[config.mk]
export PLATFORM = sky130hd
export DESIGN_NAME = mem_port_arbiter
export DESIGN_NICKNAME = d
export VERILOG_FILES = /design/src/rtl/riscv_mem_pkg.sv /design/src/rtl/mem_port_arbiter_lat_counter.sv /design/src/rtl/mem_port_arbiter.sv
export SDC_FILE = /design/constraint.sdc
export NUM_CORES = 1
export LEC_CHECK = 0
export CAP_MARGIN = 20
export CORE_MARGIN = 3
export CORE_UTILIZATION = 30
export CTS_CLUSTER_SIZE = 12
export DETAILED_ROUTE_END_ITERATION = 12
export PLACE_DENSITY_LB_ADDON = 0.08
export SYNTH_ARGS = -nofsm -noshare
export SYNTH_HDL_FRONTEND = slang
export SYNTH_SLANG_ARGS = --single-unit
export TNS_END_PERCENT = 100
[constraint.sdc]
create_clock -name clk -period 2.3 [get_ports clk]
set_clock_uncertainty 0.05 [all_clocks]
set_input_delay 0.23 -clock clk [delete_from_list [all_inputs] [get_ports clk]]
set_output_delay 0.23 -clock clk [all_outputs]
set_load 0.005 [all_outputs]
[src/rtl/riscv_mem_pkg.sv]
// Shared types for the IF/MEM unified-memory port arbiter.
// Holds the FSM state encoding, the owner encoding and the latency-counter width.
package riscv_mem_pkg;

    typedef enum logic [1:0] {
        IDLE  = 2'd0,
        ISSUE = 2'd1,
        WAIT  = 2'd2,
        RESP  = 2'd3
    } arb_state_t;

    typedef enum logic {
        OWN_IF = 1'b0,
        OWN_D  = 1'b1
    } owner_t;

    localparam int unsigned MEM_LAT_DEFAULT = 2;
    localparam int unsigned CNT_W = $clog2(MEM_LAT_DEFAULT + 1);

    // A package constant cannot follow a module parameter, so instances size their counter here.
    function automatic int unsigned cnt_width(input int unsigned lat);
        return (lat < 1) ? 1 : $clog2(lat + 1);
    endfunction

endpackage

[src/rtl/mem_port_arbiter_lat_counter.sv]
// Loadable down-counter with a zero flag.
// It times the WAIT phase of a memory read.
module lat_counter
    import riscv_mem_pkg::*;
#(
    parameter int unsigned W = CNT_W
) (
    input  logic         clk,
    input  logic         rst,
    input  logic         load,
    input  logic [W-1:0] load_val,
    input  logic         dec,
    output logic         zero
);

    logic [W-1:0] cnt;

    always_ff @(posedge clk) begin
        if (rst) begin
            cnt <= '0;
        end else if (load) begin
            cnt <= load_val;
        end else if (dec && (cnt != '0)) begin
            cnt <= cnt - 1'b1;
        end
    end

    assign zero = (cnt == '0);

endmodule

[src/rtl/mem_port_arbiter.sv]
// Shares one fixed-latency single-port memory between instruction fetch and data access.
// Fixed priority for data, registered memory strobe and ready pulses, and kill handling for redirected fetches.
module mem_port_arbiter
    import riscv_mem_pkg::*;
#(
    parameter int ADDR_W  = 32,
    parameter int DATA_W  = 32,
    parameter int MEM_LAT = 2
) (
    input  logic              clk,
    input  logic              rst,
    input  logic              if_req,
    input  logic [ADDR_W-1:0] if_addr,
    input  logic              if_kill,
    output logic [DATA_W-1:0] if_rdata,
    output logic              if_ready,
    input  logic              d_req,
    input  logic              d_we,
    input  logic [ADDR_W-1:0] d_addr,
    input  logic [DATA_W-1:0] d_wdata,
    output logic [DATA_W-1:0] d_rdata,
    output logic              d_ready,
    output logic              stall_f,
    output logic              stall_m,
    output logic              mem_en,
    output logic              mem_we,
    output logic [ADDR_W-1:0] mem_addr,
    output logic [DATA_W-1:0] mem_wdata,
    input  logic [DATA_W-1:0] mem_rdata
);

    localparam int unsigned CW = cnt_width(MEM_LAT);

    arb_state_t state, state_n;
    owner_t     owner;
    logic       we_q;
    logic       kill;
    logic       grant, grant_d;
    logic       cnt_load, cnt_dec, cnt_zero;
    logic       capture;
    logic       kill_hit, kill_now;

    lat_counter #(.W(CW)) u_lat_counter (
        .clk      (clk),
        .rst      (rst),
        .load     (cnt_load),
        .load_val (CW'(MEM_LAT - 1)),
        .dec      (cnt_dec),
        .zero     (cnt_zero)
    );

    always_comb begin
        state_n  = state;
        grant    = 1'b0;
        grant_d  = 1'b0;
        cnt_load = 1'b0;
        cnt_dec  = 1'b0;
        capture  = 1'b0;
        unique case (state)
            IDLE: begin
                if (d_req || if_req) begin
                    grant   = 1'b1;
                    grant_d = d_req;
                    state_n = ISSUE;
                end
            end
            ISSUE: begin
                if (we_q) begin
                    state_n = RESP;
                end else begin
                    cnt_load = 1'b1;
                    state_n  = WAIT;
                end
            end
            WAIT: begin
                if (cnt_zero) begin
                    capture = 1'b1;
                    state_n = RESP;
                end else begin
                    cnt_dec = 1'b1;
                end
            end
            RESP: state_n = IDLE;
            default: state_n = IDLE;
        endcase
    end

    // A kill arriving in the capture cycle itself must still suppress the response.
    assign kill_hit = (owner == OWN_IF) && ((state == ISSUE) || (state == WAIT)) && if_kill;
    assign kill_now = kill || kill_hit;

    assign stall_f = if_req && !if_ready;
    assign stall_m = d_req && !d_ready;

    always_ff @(posedge clk) begin
        if (rst) begin
            state     <= IDLE;
            owner     <= OWN_IF;
            we_q      <= 1'b0;
            kill      <= 1'b0;
            mem_en    <= 1'b0;
            mem_we    <= 1'b0;
            mem_addr  <= '0;
            mem_wdata <= '0;
            if_rdata  <= '0;
            d_rdata   <= '0;
            if_ready  <= 1'b0;
            d_ready   <= 1'b0;
        end else begin
            state  <= state_n;
            mem_en <= grant;
            mem_we <= grant && grant_d && d_we;
            if (grant) begin
                owner    <= grant_d ? OWN_D : OWN_IF;
                we_q     <= grant_d && d_we;
                mem_addr <= grant_d ? d_addr : if_addr;
                if (grant_d) begin
                    mem_wdata <= d_wdata;
                end
            end
            if (state == RESP) begin
                kill <= 1'b0;
            end else if (kill_hit) begin
                kill <= 1'b1;
            end
            if (capture) begin
                if (owner == OWN_D) begin
                    d_rdata <= mem_rdata;
                end else if (!kill_now) begin
                    if_rdata <= mem_rdata;
                end
            end
            if_ready <= (state_n == RESP) && (owner == OWN_IF) && !kill_now;
            d_ready  <= (state_n == RESP) && (owner == OWN_D);
        end
    end

endmodule
# Yosys cells after proc, flatten, opt, wreduce, memory -nomap -nowiden
# Cells that the tools add are included.
# classes
addsub	1
bitwise	2
n_reduce_logical	26
n_mux	18
n_eq_ne	4
# op_table
op	n
$mux W32	1
$mux W1	14
$logic_and A1 B1 Y1	11
$pmux W2 S4	1
$eq A2 B2 Y1 const B	3
$logic_not A2 Y1	2
$mux W2	2
$reduce_and A2 Y1	2
$reduce_bool A2 Y1	2
$reduce_or A2 Y1	2
$logic_not A1 Y1	3
$logic_or A1 B1 Y1	3
$reduce_and A3 Y1	1
$eq A2 B1 Y1 const B	1
$not A1 Y1	2
$sub A2 B1 Y2 const B	1
# word_totals
output_inout_bits	134
inputBits	134
regBits	139
wordCells	65

# Depth between registers and ports, before layout
# depth
depth_word	7
mapped_depth	8
ltp_nobuf	5

# Cells and area by module
# From an unflattened synthesis, not the netlist that was laid out.
# hier_totals
hier_cells	628
hier_area_um2	5690.5
# by_module_without_submodules
mod	area_per_inst_um2	seq_area_each_um2	instances	cells_per_inst
mem_port_arbiter	5564.1	2742.6	1	614
lat_counter	126.4	40.0	1	14

# Worst setup path before layout
# No wires, ideal clock.
# synth_path
kind	register to register
start	register state[0]
end	register if_rdata[10]
required_time_ns	2.178
slack_ns	0.723
t_arrival_ns	1.455
synth_period_minus_slack_ns	1.577
setup_ns	0.072
path_stages_with_launch	8
cell_sequence	dfxtp_1 > inv_1 > ha_1 > nand2_1 > and4_4 > buf_6 > buf_8 > mux2i_1
# synth_between
elab_chain_len	7
word_cells_on_any_way	9
cone_classes	eq/ne: 2; mux: 1; bitwise: 1; reduce/logical: 5
# synth_rtl
item	line	source
start: declaration	mem_port_arbiter.sv:34	arb_state_t state, state_n;
start signal: assignment	mem_port_arbiter.sv:110	state <= state_n;
$eq A2 B1 Y1 or $eq A2 B2 Y1 (tied branches)	mem_port_arbiter.sv:89, mem_port_arbiter.sv:59	
$logic_or A1 B1 Y1	mem_port_arbiter.sv:89	assign kill_hit = (owner == OWN_IF) && ((state == ISSUE) || (state == WAIT)) && if_kill;
$logic_and A1 B1 Y1 (2 in a row)	mem_port_arbiter.sv:89	
$logic_or A1 B1 Y1	mem_port_arbiter.sv:90	assign kill_now = kill || kill_hit;
$not A1 Y1 (no source line)	-	
$reduce_and A3 Y1 (no source line) (*)	-	
end signal: assignment	mem_port_arbiter.sv:130	if_rdata <= mem_rdata;
end: declaration	mem_port_arbiter.sv:15	output logic [DATA_W-1:0] if_rdata,
# Mark *: on every way between the ends. The rest lies on a longest branch, timed or not.
# A chain may end at the register's enable or synchronous reset.

# Worst setup path in the final report
# layout_path
start	register state[0]
end	register if_rdata[24]
# The elaborated chain is that of the path after synthesis.

==> results_dict.tcl <==
set metrics [dict create \
    cts_resized 0 \
    synth_fa_ha_area_frac 0.0137 \
    drt_iter0_markers 180 \
    die_area_um2 19900 \
    gr-usage-all-layers 0.171 \
    synth_area_um2 5460 \
    slew_headroom 0.632 \
    postLayoutCoreUtil 0.504 \
    fmax_ghz 0.525 \
    die_x_um 141 \
    grt_pass1_vias 5241 \
    synthDistinctLibCells 30 \
    synthXorXnorAreaFrac 0.00160 \
    post_cts_buffers 0 \
    overflow 0 \
    synth_top_area_share 0.510 \
    ios 268 \
    gp_congestion 0.842 \
    synth_compound_area_frac 0.155 \
    dp_slack_ps 344 \
    async_reset_ff_frac 0 \
    avgSynthCellArea_um2 8.79 \
    cp.required_ps 2590 \
    clk_latency_ps 410 \
    clkSinkCount 139 \
    drt-pass1-iter-count 5 \
    ctsHoldBuffers 0 \
    initial_core_util 0.311 \
    yosysWarnings 0 \
    cap_violations 0 \
    syn_nets 761 \
    n_fill_cell 1628 \
    p_leak_nw 3.13 \
    core_um2 17500 \
    via_per_inst 4.68 \
    synth-edff-count 0 \
    power_w 0.00877 \
    io_buffers 267 \
    tightest_slew_ps 553 \
    status "finished clean" \
    synthTopCellsByCount "dfxtp_1, nand2_1, a21oi_1" \
    route.detailed.drc 0 \
    grt_pass1_wl_um 27200 \
    die_y_um 141 \
    setup_viol 0 \
    synth_top_flop_cell "dfxtp_1" \
    antenna_cells 0 \
    multi_input_area_um2 2380 \
    fin_crit_sh 0.828 \
    min_period_ps 1900 \
    ant_nets 0 \
    min_path_type "input port to register" \
    synth_mux_area_frac 0.0587 \
    rsz0062_at_grt "no" \
    setup_ws_ps 396 \
    dp_hpwl_um 12700 \
    final_nets 1013 \
    regArea_um2 2780 \
    crit_type "register to register" \
    clock-root-buffer "clkbuf_16" \
    r2r_setup_slack_ps 400 \
    netlist_top_cells_area "dfxtp_1, nand2_1, nand2b_1" \
    syn2layout_area_growth_pct 62.0 \
    ys_seq_elements 139 \
    antenna_found_initial 0 \
    start_kind "register" \
    synth_top_family_by_area "simple AND/OR/NAND/NOR gates" \
    placementRows 48 \
    crit_arrival_ps 2190 \
    p_per_area_nw_per_um2 991 \
    vias 5203 \
    syn_inst 621 \
    wl_per_cell_um 15.6 \
    cp-end-kind "register" \
    cts_max_level 4 \
    ir_drop_uv 580 \
    maxSlewViolCount 0 \
    synthMostInstantiatedCell "dfxtp_1" \
    drive_above_1_share 0.0587 \
    finalHoldViolCount 0 \
    path_clk_slew_ps 60 \
    timing.setup.tns_ps 0 \
    yosys.area_share.simple 0.206 \
    cts_tree "built" \
    cts_buffer_depth 2 \
    wl_um 17400 \
    grt_max_degree 71 \
    ys_seq_area_frac 0.510 \
    cts_buffers 17 \
    critPathMaxFanout 22 \
    yosysTopAreaCell "dfxtp_1" \
]
[worst paths after layout]
path,start,to,depth (start not counted)
worst min register to register,mem_wdata[3],mem_wdata[3],2
worst max-delay path,state[0],if_rdata[24],6
worst max register to register,state[0],if_rdata[24],6
worst min-delay path,rst,d_rdata[14],2
[through the flow]
stage	area [µm²]	hold slack [ps]	std cells
2_1_floorplan	5460	253	621
3_3_place_gp	8270	392	1079
3_5_place_dp	8270	395	1079
4_1_cts	8840	251	1111
5_1_grt	8840	289	1111
6_report	8840	254	1111
[critical path, stage by stage, from the launching register on]
cell	delay, ps
dfxtp_1	410
inv_1	110
ha_1	320
nand2_1	90
and4_4	390
buf_12	240
mux2i_1	220
[layout make-up]
| type | instances | share of cell area |
|---|---|---|
| repair buffers | 282 | 0.317 |
| clock inverters | 14 | 0.0164 |
| well taps | 225 | 0.0318 |
| multi-input cells | 428 | 0.269 |
| flip-flops and latches | 139 | 0.315 |
| inverters | 5 | 0.00212 |
| clock buffers | 18 | 0.0485 |
[routing by layer]
metal / global-route usage / wire [µm]
met1: 0.193 / 7020
met2: 0.288 / 8480
met3: 0.0706 / 1490
met4: 0.0658 / 371
met5: 0 / 0
[sequential cells by signal (all words and copies together), names as in the netlist]
signal and count:
d_ready 1, if_rdata 32, mem_addr 32, we_q 1, mem_wdata 32, mem_en 1
owner 1, d_rdata 32, u_lat_counter.cnt 2, state 2, mem_we 1, if_ready 1
kill 1
[layout by cell type (no fill, tap or decap), types with 3 or more instances in the layout]
master	n
clkdlybuf4s50_1	266
dfxtp_1	139
nand2_1	134
a21oi_1	69
nand2b_1	64
nor2_1	38
a211oi_1	33
o22ai_1	32
mux2i_1	32
clkbuf_16	17
buf_4	14
ha_1	6
inv_1	5
nor2b_1	4
clkinv_2	4
clkinvlp_4	4
inv_6	3
[power breakdown]
| part | internal [W] | total (W) | switching [W] |
|---|---|---|---|
| sequential | 0.00294 | 0.00323 | 0.000291 |
| clock | 0.00160 | 0.00267 | 0.00107 |
| combinational | 0.00159 | 0.00287 | 0.00128 |
[cell families after synthesis]
kind of cell,after synthesis
simple gates,248
compound gates,141
flops,139
buf+inv,54
mux,32
fa+ha+maj,6
xor+xnor,1
Power figures use the tool's default switching activity.
